[src/rtl/ac_ctrl_pkg.sv]
// Shared opcode and state encodings plus default widths for the accumulator
// control sequencer.
package ac_ctrl_pkg;

    localparam int unsigned CNT_W_DEF = 8;
    localparam int unsigned AC_W_DEF  = 16;

    typedef enum logic [1:0] {
        OP_NOP  = 2'b00,
        OP_LOAD = 2'b01,
        OP_ALU  = 2'b10,
        OP_INC  = 2'b11
    } op_e;

    typedef enum logic [2:0] {
        ST_IDLE,
        ST_LOAD,
        ST_ALU_ISSUE,
        ST_ALU_WAIT,
        ST_INC_RUN,
        ST_FIN
    } state_e;

endpackage

[src/rtl/ac_ctrl_cnt.sv]
// Loadable down-counter shared by the INC repeat count and the ALU timeout;
// the two uses never overlap in time.
module ac_ctrl_cnt
    import ac_ctrl_pkg::*;
#(
    parameter int unsigned CNT_W = CNT_W_DEF
) (
    input  logic             clock,
    input  logic             reset_n,
    input  logic             load,
    input  logic [CNT_W-1:0] load_val,
    input  logic             dec,
    output logic             is_one
);

    logic [CNT_W-1:0] cnt_q, cnt_d;

    always_comb begin
        cnt_d = cnt_q;
        if (load) begin
            cnt_d = load_val;
        end else if (dec) begin
            cnt_d = cnt_q - 1'b1;
        end
    end

    always_ff @(posedge clock or negedge reset_n) begin
        if (!reset_n) begin
            cnt_q <= '0;
        end else begin
            cnt_q <= cnt_d;
        end
    end

    assign is_one = (cnt_q == CNT_W'(1));

endmodule

[src/rtl/ac_ctrl.sv]
// Accumulator strobe micro-sequencer: one command at a time, mutually exclusive
// load / ALU write-back / increment strobes. Optional macro: AC_CTRL_SAT_EN.
module ac_ctrl
    import ac_ctrl_pkg::*;
#(
    parameter int unsigned CNT_W       = CNT_W_DEF,
    parameter int unsigned ALU_TIMEOUT = 15,
    parameter int unsigned AC_W        = AC_W_DEF
) (
    input  logic             clock,
    input  logic             reset_n,
    input  logic             cmd_valid,
    output logic             cmd_ready,
    input  logic [1:0]       cmd_op,
    input  logic [CNT_W-1:0] cmd_count,
    output logic             alu_start,
    input  logic             alu_done,
    output logic             ac_write_en,
    output logic             ac_alu_to_ac,
    output logic             ac_inc_en,
    input  logic [AC_W-1:0]  ac_value,
    output logic             busy,
    output logic             done,
    output logic             err,
    output logic             sat
);

    state_e           state_q, state_d;
    logic             cnt_load, cnt_dec, cnt_is_one;
    logic [CNT_W-1:0] cnt_val;

    ac_ctrl_cnt #(.CNT_W(CNT_W)) u_cnt (
        .clock    (clock),
        .reset_n  (reset_n),
        .load     (cnt_load),
        .load_val (cnt_val),
        .dec      (cnt_dec),
        .is_one   (cnt_is_one)
    );

`ifndef AC_CTRL_SAT_EN
    logic ac_value_unused;
    assign ac_value_unused = ^ac_value;
`endif

    always_comb begin
        state_d      = state_q;
        cnt_load     = 1'b0;
        cnt_val      = '0;
        cnt_dec      = 1'b0;
        alu_start    = 1'b0;
        ac_write_en  = 1'b0;
        ac_alu_to_ac = 1'b0;
        ac_inc_en    = 1'b0;
        done         = 1'b0;
        err          = 1'b0;
        sat          = 1'b0;
        unique case (state_q)
            ST_IDLE: begin
                if (cmd_valid) begin
                    unique case (op_e'(cmd_op))
                        OP_NOP:  state_d = ST_FIN;
                        OP_LOAD: state_d = ST_LOAD;
                        OP_ALU:  state_d = ST_ALU_ISSUE;
                        OP_INC: begin
                            if (cmd_count == '0) begin
                                state_d = ST_FIN;
                            end else begin
                                state_d  = ST_INC_RUN;
                                cnt_load = 1'b1;
                                cnt_val  = cmd_count;
                            end
                        end
                        default: state_d = ST_IDLE;
                    endcase
                end
            end
            ST_LOAD: begin
                ac_write_en = 1'b1;
                done        = 1'b1;
                state_d     = ST_IDLE;
            end
            ST_ALU_ISSUE: begin
                alu_start = 1'b1;
                cnt_load  = 1'b1;
                cnt_val   = CNT_W'(ALU_TIMEOUT);
                state_d   = ST_ALU_WAIT;
            end
            ST_ALU_WAIT: begin
                // A result arriving in the final timeout cycle still wins over err.
                if (alu_done) begin
                    ac_alu_to_ac = 1'b1;
                    done         = 1'b1;
                    state_d      = ST_IDLE;
                end else if (cnt_is_one) begin
                    err     = 1'b1;
                    state_d = ST_IDLE;
                end else begin
                    cnt_dec = 1'b1;
                end
            end
            ST_INC_RUN: begin
`ifdef AC_CTRL_SAT_EN
                if (ac_value == '1) begin
                    sat     = 1'b1;
                    done    = 1'b1;
                    state_d = ST_IDLE;
                end else
`endif
                begin
                    ac_inc_en = 1'b1;
                    cnt_dec   = 1'b1;
                    if (cnt_is_one) begin
                        done    = 1'b1;
                        state_d = ST_IDLE;
                    end
                end
            end
            ST_FIN: begin
                done    = 1'b1;
                state_d = ST_IDLE;
            end
            default: state_d = ST_IDLE;
        endcase
    end

    always_ff @(posedge clock or negedge reset_n) begin
        if (!reset_n) begin
            state_q <= ST_IDLE;
        end else begin
            state_q <= state_d;
        end
    end

    assign cmd_ready = (state_q == ST_IDLE);
    assign busy      = (state_q != ST_IDLE);

endmodule

[config.mk]
export PLATFORM = sky130hd
export DESIGN_NAME = ac_ctrl
export DESIGN_NICKNAME = d
export VERILOG_FILES = /design/src/rtl/ac_ctrl_pkg.sv /design/src/rtl/ac_ctrl_cnt.sv /design/src/rtl/ac_ctrl.sv
export SDC_FILE = /design/constraint.sdc
export NUM_CORES = 1
export LEC_CHECK = 0
export BUFFER_PORTS_ARGS = -buffer_cell sky130_fd_sc_hd__buf_2
export CORE_MARGIN = 2
export CORE_UTILIZATION = 45
export CTS_CLUSTER_DIAMETER = 100
export CTS_CLUSTER_SIZE = 25
export DETAILED_ROUTE_END_ITERATION = 8
export PLACE_DENSITY = 0.72
export SYNTH_ARGS = -nofsm -noshare
export SYNTH_HDL_FRONTEND = slang
export SYNTH_SLANG_ARGS = --single-unit
[constraint.sdc]
create_clock -name clock -period 3.3 [get_ports clock]
set_clock_uncertainty 0.1 [all_clocks]
set_input_delay 0.495 -clock clock [delete_from_list [all_inputs] [get_ports clock]]
set_output_delay 0.495 -clock clock [all_outputs]
set_load 0.02 [all_outputs]
Word level (Yosys, flattened, before mapping):

Cells that the tools add are included.

* register bits after elaboration: 11
* input bits: 30
* output and inout bits: 9
* word-level logic and storage cells: 47

* multiplexer cells: 28
* reduce and logical (&&, ||, !) cells: 6
* $add $sub $neg: 1
* equal/unequal tests: 10

Operators by type and width (count)
* $mux W8: 5
* $pmux W3 S4: 2
* $pmux W8 S2: 1
* $mux W1: 14
* $mux W3: 3
* $eq A8 B1 Y1 const B: 1
* $logic_not A8 Y1: 1
* $sub A8 B1 Y8 const B: 1
* $eq A3 B2 Y1 const B: 2
* $eq A3 B3 Y1 const B: 2
* $eq A2 B2 Y1 const B: 2
* $pmux W1 S2: 2
* $eq A3 B1 Y1 const B: 1
* $logic_not A3 Y1: 1
* $pmux W1 S3: 1
* $reduce_bool A3 Y1: 1
* $eq A2 B1 Y1 const B: 1
* $logic_not A2 Y1: 1
* $ne A2 B2 Y1 const B: 1
* $reduce_bool A2 Y1: 1
* $reduce_or A2 Y1: 1

Depth between registers and ports, before layout:

* word-level depth: 6
* mapped depth: 7
* gate-level depth less buffers: 6

Cells and area by module:

Synthesis repeated with hierarchy kept, for this count alone.

* cells, all modules: 105
* area, all modules: 875.8 um2

By module, submodules not included
* ac_ctrl_cnt: seq. area each 200.2 um2, area an instance 460.4 um2, cells each 50, times used 1
* ac_ctrl: seq. area each 75.1 um2, area an instance 415.4 um2, cells each 55, times used 1

Least setup slack after synthesis:

OpenSTA, ideal clock, no wires.

* path type: in2reg
* from: input port cmd_count[4]
* to: register u_cnt.cnt_q[2]
* cell stages on the path: 5
* data required time: 3.074 ns
* path slack: 1.349 ns
* path buffers: 1
* library setup time: 0.126 ns
* data arrival time: 1.725 ns
* cell sequence: or4_4 o2111ai_4 buf_6 mux2i_1 mux2i_1

* cells in the longest elaborated chain, start to end: 6
* elaborated cells between the ends (all ways): 11
* classes of those cells: 9 x mux; 2 x reduce/logical

Ends and longest elaborated chain
* from (decl): line ac_ctrl.sv:15 `input logic [CNT_W-1:0] cmd_count,`
* $logic_not A8 Y1 (*): line ac_ctrl.sv:66 `if (cmd_count == '0) begin`
* $mux W8 / $mux W1 (equally long branches): line ac_ctrl.sv:66
* $mux W8 / $mux W1 (equally long branches): line ac_ctrl.sv:61 `unique case (op_e'(cmd_op))`
* $mux W8 / $mux W1 (equally long branches): line ac_ctrl.sv:60 `if (cmd_valid) begin`
* $pmux W8 S2 / $pmux W1 S2 (equally long branches): line ac_ctrl.sv:58 `unique case (state_q)`
* $mux W8 / $reduce_bool A2 Y1 (equally long branches)
* to (signal assigned): line ac_ctrl_cnt.sv:31 `cnt_q <= cnt_d;`
* to (decl): line ac_ctrl_cnt.sv:16 `logic [CNT_W-1:0] cnt_q, cnt_d;`

Every way passes the cells marked *; elsewhere a longest branch is shown, timed or not.
A chain may end at the register's enable or synchronous reset.

Final worst setup path:

* from: register state_q[1]
* to: output port alu_start

* cells in the longest elaborated chain, start to end: 2

Ends and longest elaborated chain
* from (decl): line ac_ctrl.sv:28 `state_e state_q, state_d;`
* from (signal assigned): line ac_ctrl.sv:131 `state_q <= state_d;`
* $eq A3 B2 Y1: line ac_ctrl.sv:58
* $mux W1: line ac_ctrl.sv:58
* to (decl): line ac_ctrl.sv:16 `output logic alu_start,`

Every way passes these cells.

==> metrics.md <==
| Metric | Value |
|---|---|
| CTS Buffer Depth | `2` |
| Die Area | `around 2700 um2` |
| Crit path DAT | `roughly 1800 ps` |
| Clk_lat worst skew | `around 280 ps` |
| Cells after Synth | `120` |
| Cell variety after synth | `48` |
| Tmin final | `around 2400 ps` |
| Sw Ratio | `slightly below 50%` |
| Die extent in y | `52.01 um` |
| Cell family with most CP delay | `flip-flops` |
| Max Cap Viol | `0` |
| Total gr overflow | `0` |
| Cts bufs inserted | `3` |
| H-Tree Level Count | `1` |
| #FFs+latches synth | `11` |
| Chip width | `between 50 and 60 um` |
| Critical Path, Cell by Cell | `or3b_1, inv_1, buf_2` |
| Top post-synthesis cells by area | `dfrtp_1 (27%), ha_1 (6.0%), nor2_1 (4.0%)` |
| 1st-iter DRT viols | `18` |
| Syn Area/Cell | `just under 9 um2` |
| DRC | `0` |
| FILL cells | `between 200 and 250` |
| Tot GR Track Use | `a little over a fifth` |
| Sequential fraction of the synthesis area | `26.54%` |
| CTS root buffer | `clkbuf_4` |
| Setup_tns | `0 ps` |
| RePlAce Congestion | `about 0.83` |
| Met2 usage | `37.34%` |
| Flop pwr share | `around a third` |
| CP Buf/Inv Count | `2` |
| Drt first pass iters | `4` |
| Fin crit share | `about 72%` |
| Synthesized area | `slightly above 1000 um2` |
| Syn nets | `around 160` |
| Routed len/inst | `between 15 and 20 um` |
| Largest net degree at the start of global routing | `16` |
| Worst-path clk slew | `~90 ps` |
| RSZ-0062 raised after global routing | `no` |
| N_diodes | `0` |
| EDFF count, synth | `0` |
| Vias per cell | `~6` |
| Pwr dens | `slightly below 700 nW/um2` |
| Combinational share of power | `55.2%` |
| CP required | `2700 ps` |
| GRT busiest layer | `met2` |
| Yosys warns | `0` |
| Setup crit start kind | `flop` |
| Number of global-route vias before repair | `988` |
| # IOs | `39` |
| Worst path slowest cell | `dfrtp_1` |
| NumNets Final | `between 150 and 200` |
| Final hold violation count | `0` |
| Met1 GRT Util | `26.06%` |
| FP Rows | `17` |
| Critical path peak fanout | `12` |
| Fmax | `418.2 MHz` |
| VDD IR-drop max | `between 0.4 and 0.5 mV` |
| Crit Path Class | `flop to output pin` |
| Synth area leader | `dfrtp_1` |
| CTS tree | `built` |
| Initial antenna violation count | `0` |
| Internal power | `418.3 uW` |
| Met3 Resource Use GR | `a little over 4%` |
| FFs w/ async S/R, synth | `100.0%` |
| DR vias | `about 1000` |
| Clk pwr share | `12.4%` |
| Setup crit end kind | `output pin` |
| Fin worst setup slack | `just over 900 ps` |
| DP Wirelength | `~1900 um` |
| WL final | `2510 um` |
| Final setup fails | `0` |
| IO buf count | `21` |
| Layout cells sized above 1 | `between 20% and 30%` |
| NetSw | `about 400 uW` |
| Outcome | `finished clean` |
| CP peak stage delay | `540 ps` |
| Worst Tran Pin Value | `approximately 560 ps` |
| Leak Pwr | `0.0005392 uW` |
| Global-route wire length before repair | `~4400 um` |
| Dominant synthesized flop cell | `dfrtp_1` |
| PostCTS Resize Cnt | `0` |
| Slew HR | `between 60% and 70%` |
| Core Region | `approximately 2200 um2` |
| Initial Utilization | `a little under half` |
| Post-synth top area share | `a little over a quarter` |
| Synthesis-to-layout area growth | `13.39%` |
| Antenna-violating nets left | `0` |
| CTS Sinks | `11` |
| Pre-CTS setup slack | `1096 ps` |
| HP Class | `primary input to flop` |
| Pins Over Slew Limit | `0` |
[area by class of cell]
type                            count  area (um2)  area share, %
Sequential cell                    11       275.3          23.40
Timing Repair Buffer               22       115.1          9.787
Tap cell                           28       35.03          2.979
Clock buffer                        3       22.52          1.915
Clock inverter                      1       5.005         0.4255
Multi-Input combinational cell     93       689.4          58.62
Inverter                            9       33.78          2.872
[path summary, 6_finish.rpt]
path / depth (start not counted) / slack [ps] / endpoint / start
worst min register to register: 2 / 510 / u_cnt.cnt_q[1] / u_cnt.cnt_q[1]
worst max register to register: 5 / 1130 / u_cnt.cnt_q[3] / state_q[2]
min in group asynchronous: 2 / 500 / state_q[1] / reset_n
worst min-delay path: 3 / 370 / u_cnt.cnt_q[4] / cmd_count[4]
worst max-delay path: 3 / 910 / alu_start / state_q[1]
max in group asynchronous: 2 / 2370 / u_cnt.cnt_q[3] / reset_n
[worst min-delay path: stages]
cell and delay (ps):
buf_2 90, nand2_1 50, o211ai_1 80
[sequential cells by signal, indices dropped and copies added (netlist names)]
register / flops
u_cnt.cnt_q: 8
state_q: 3
[logic make-up after synthesis]
family	Yosys count	share of synthesized area [%]
muxes	4	3.860
AOI/OAI and AO/OA	30	24.01
adders and majority gates	5	6.031
DFF	11	26.54
xor gates and xnor gates	1	0.8445
other	1	0.3615
and+or+nand+nor	52	31.36
buffers and inverters	16	6.995
[cells in the final DEF, fill, tap and decap left out, types with 4 or more instances in the layout]
cell type,n
inv_1,8
buf_2,21
mux2i_1,4
nand2_1,7
nand3_1,6
a21oi_1,5
ha_1,5
nor3_1,4
dfrtp_1,11
nor2_1,11
[cells in the mapped netlist (2+ instances only)]
master and instances:
dfrtp_1 11, nor2_1 11, inv_1 8, nand2_1 7, nand3_1 6, a21oi_1 5
ha_1 5, clkbuf_1 4, mux2i_1 4, nor3_1 4, a211oi_1 3, nor3b_1 3
o211ai_1 3, or4_4 3, a31oi_1 2, a41o_1 2, and3_1 2, nand2b_1 2
nand4_1 2, nor4_2 2, o2111ai_1 2, o21ai_0 2, o21bai_1 2
[timing repair]
action	CTS	global route
buffers inserted	0	0
hold buffers	1	0
hold endpoints to repair	11	0
[power groups by stage]
stage,Combinational [uW],Clock [uW],Sequential [uW]
after floorplan,385,0,227
after global placement,439,0,261
after detailed placement,451,0,267
after CTS,455,99.3,264
after global routing,508,106,275
final,451,102,265
[metal layers]
metal | routed length, um | part of all wire, %
met4 | 56 | 2.2
met5 | 0 | 0
met1 | 1071 | 43
met3 | 141 | 5.6
met2 | 1240 | 49
[metrics by stage]
stage          hold WS, ps  util, %  instances  power (uW)  instance area (um2)
4_1_cts              374.4    53.68        167       818.4                 1176
3_3_place_gp         290.0    51.97        162       699.9                 1139
6_report             365.5    53.68        167       817.9                 1176
3_5_place_dp         286.5    51.97        162       717.8                 1139
5_1_grt              384.5    53.68        167       889.4                 1176
2_1_floorplan        99.41        -        120       611.9                 1037
(Power assumes the default switching activity.)
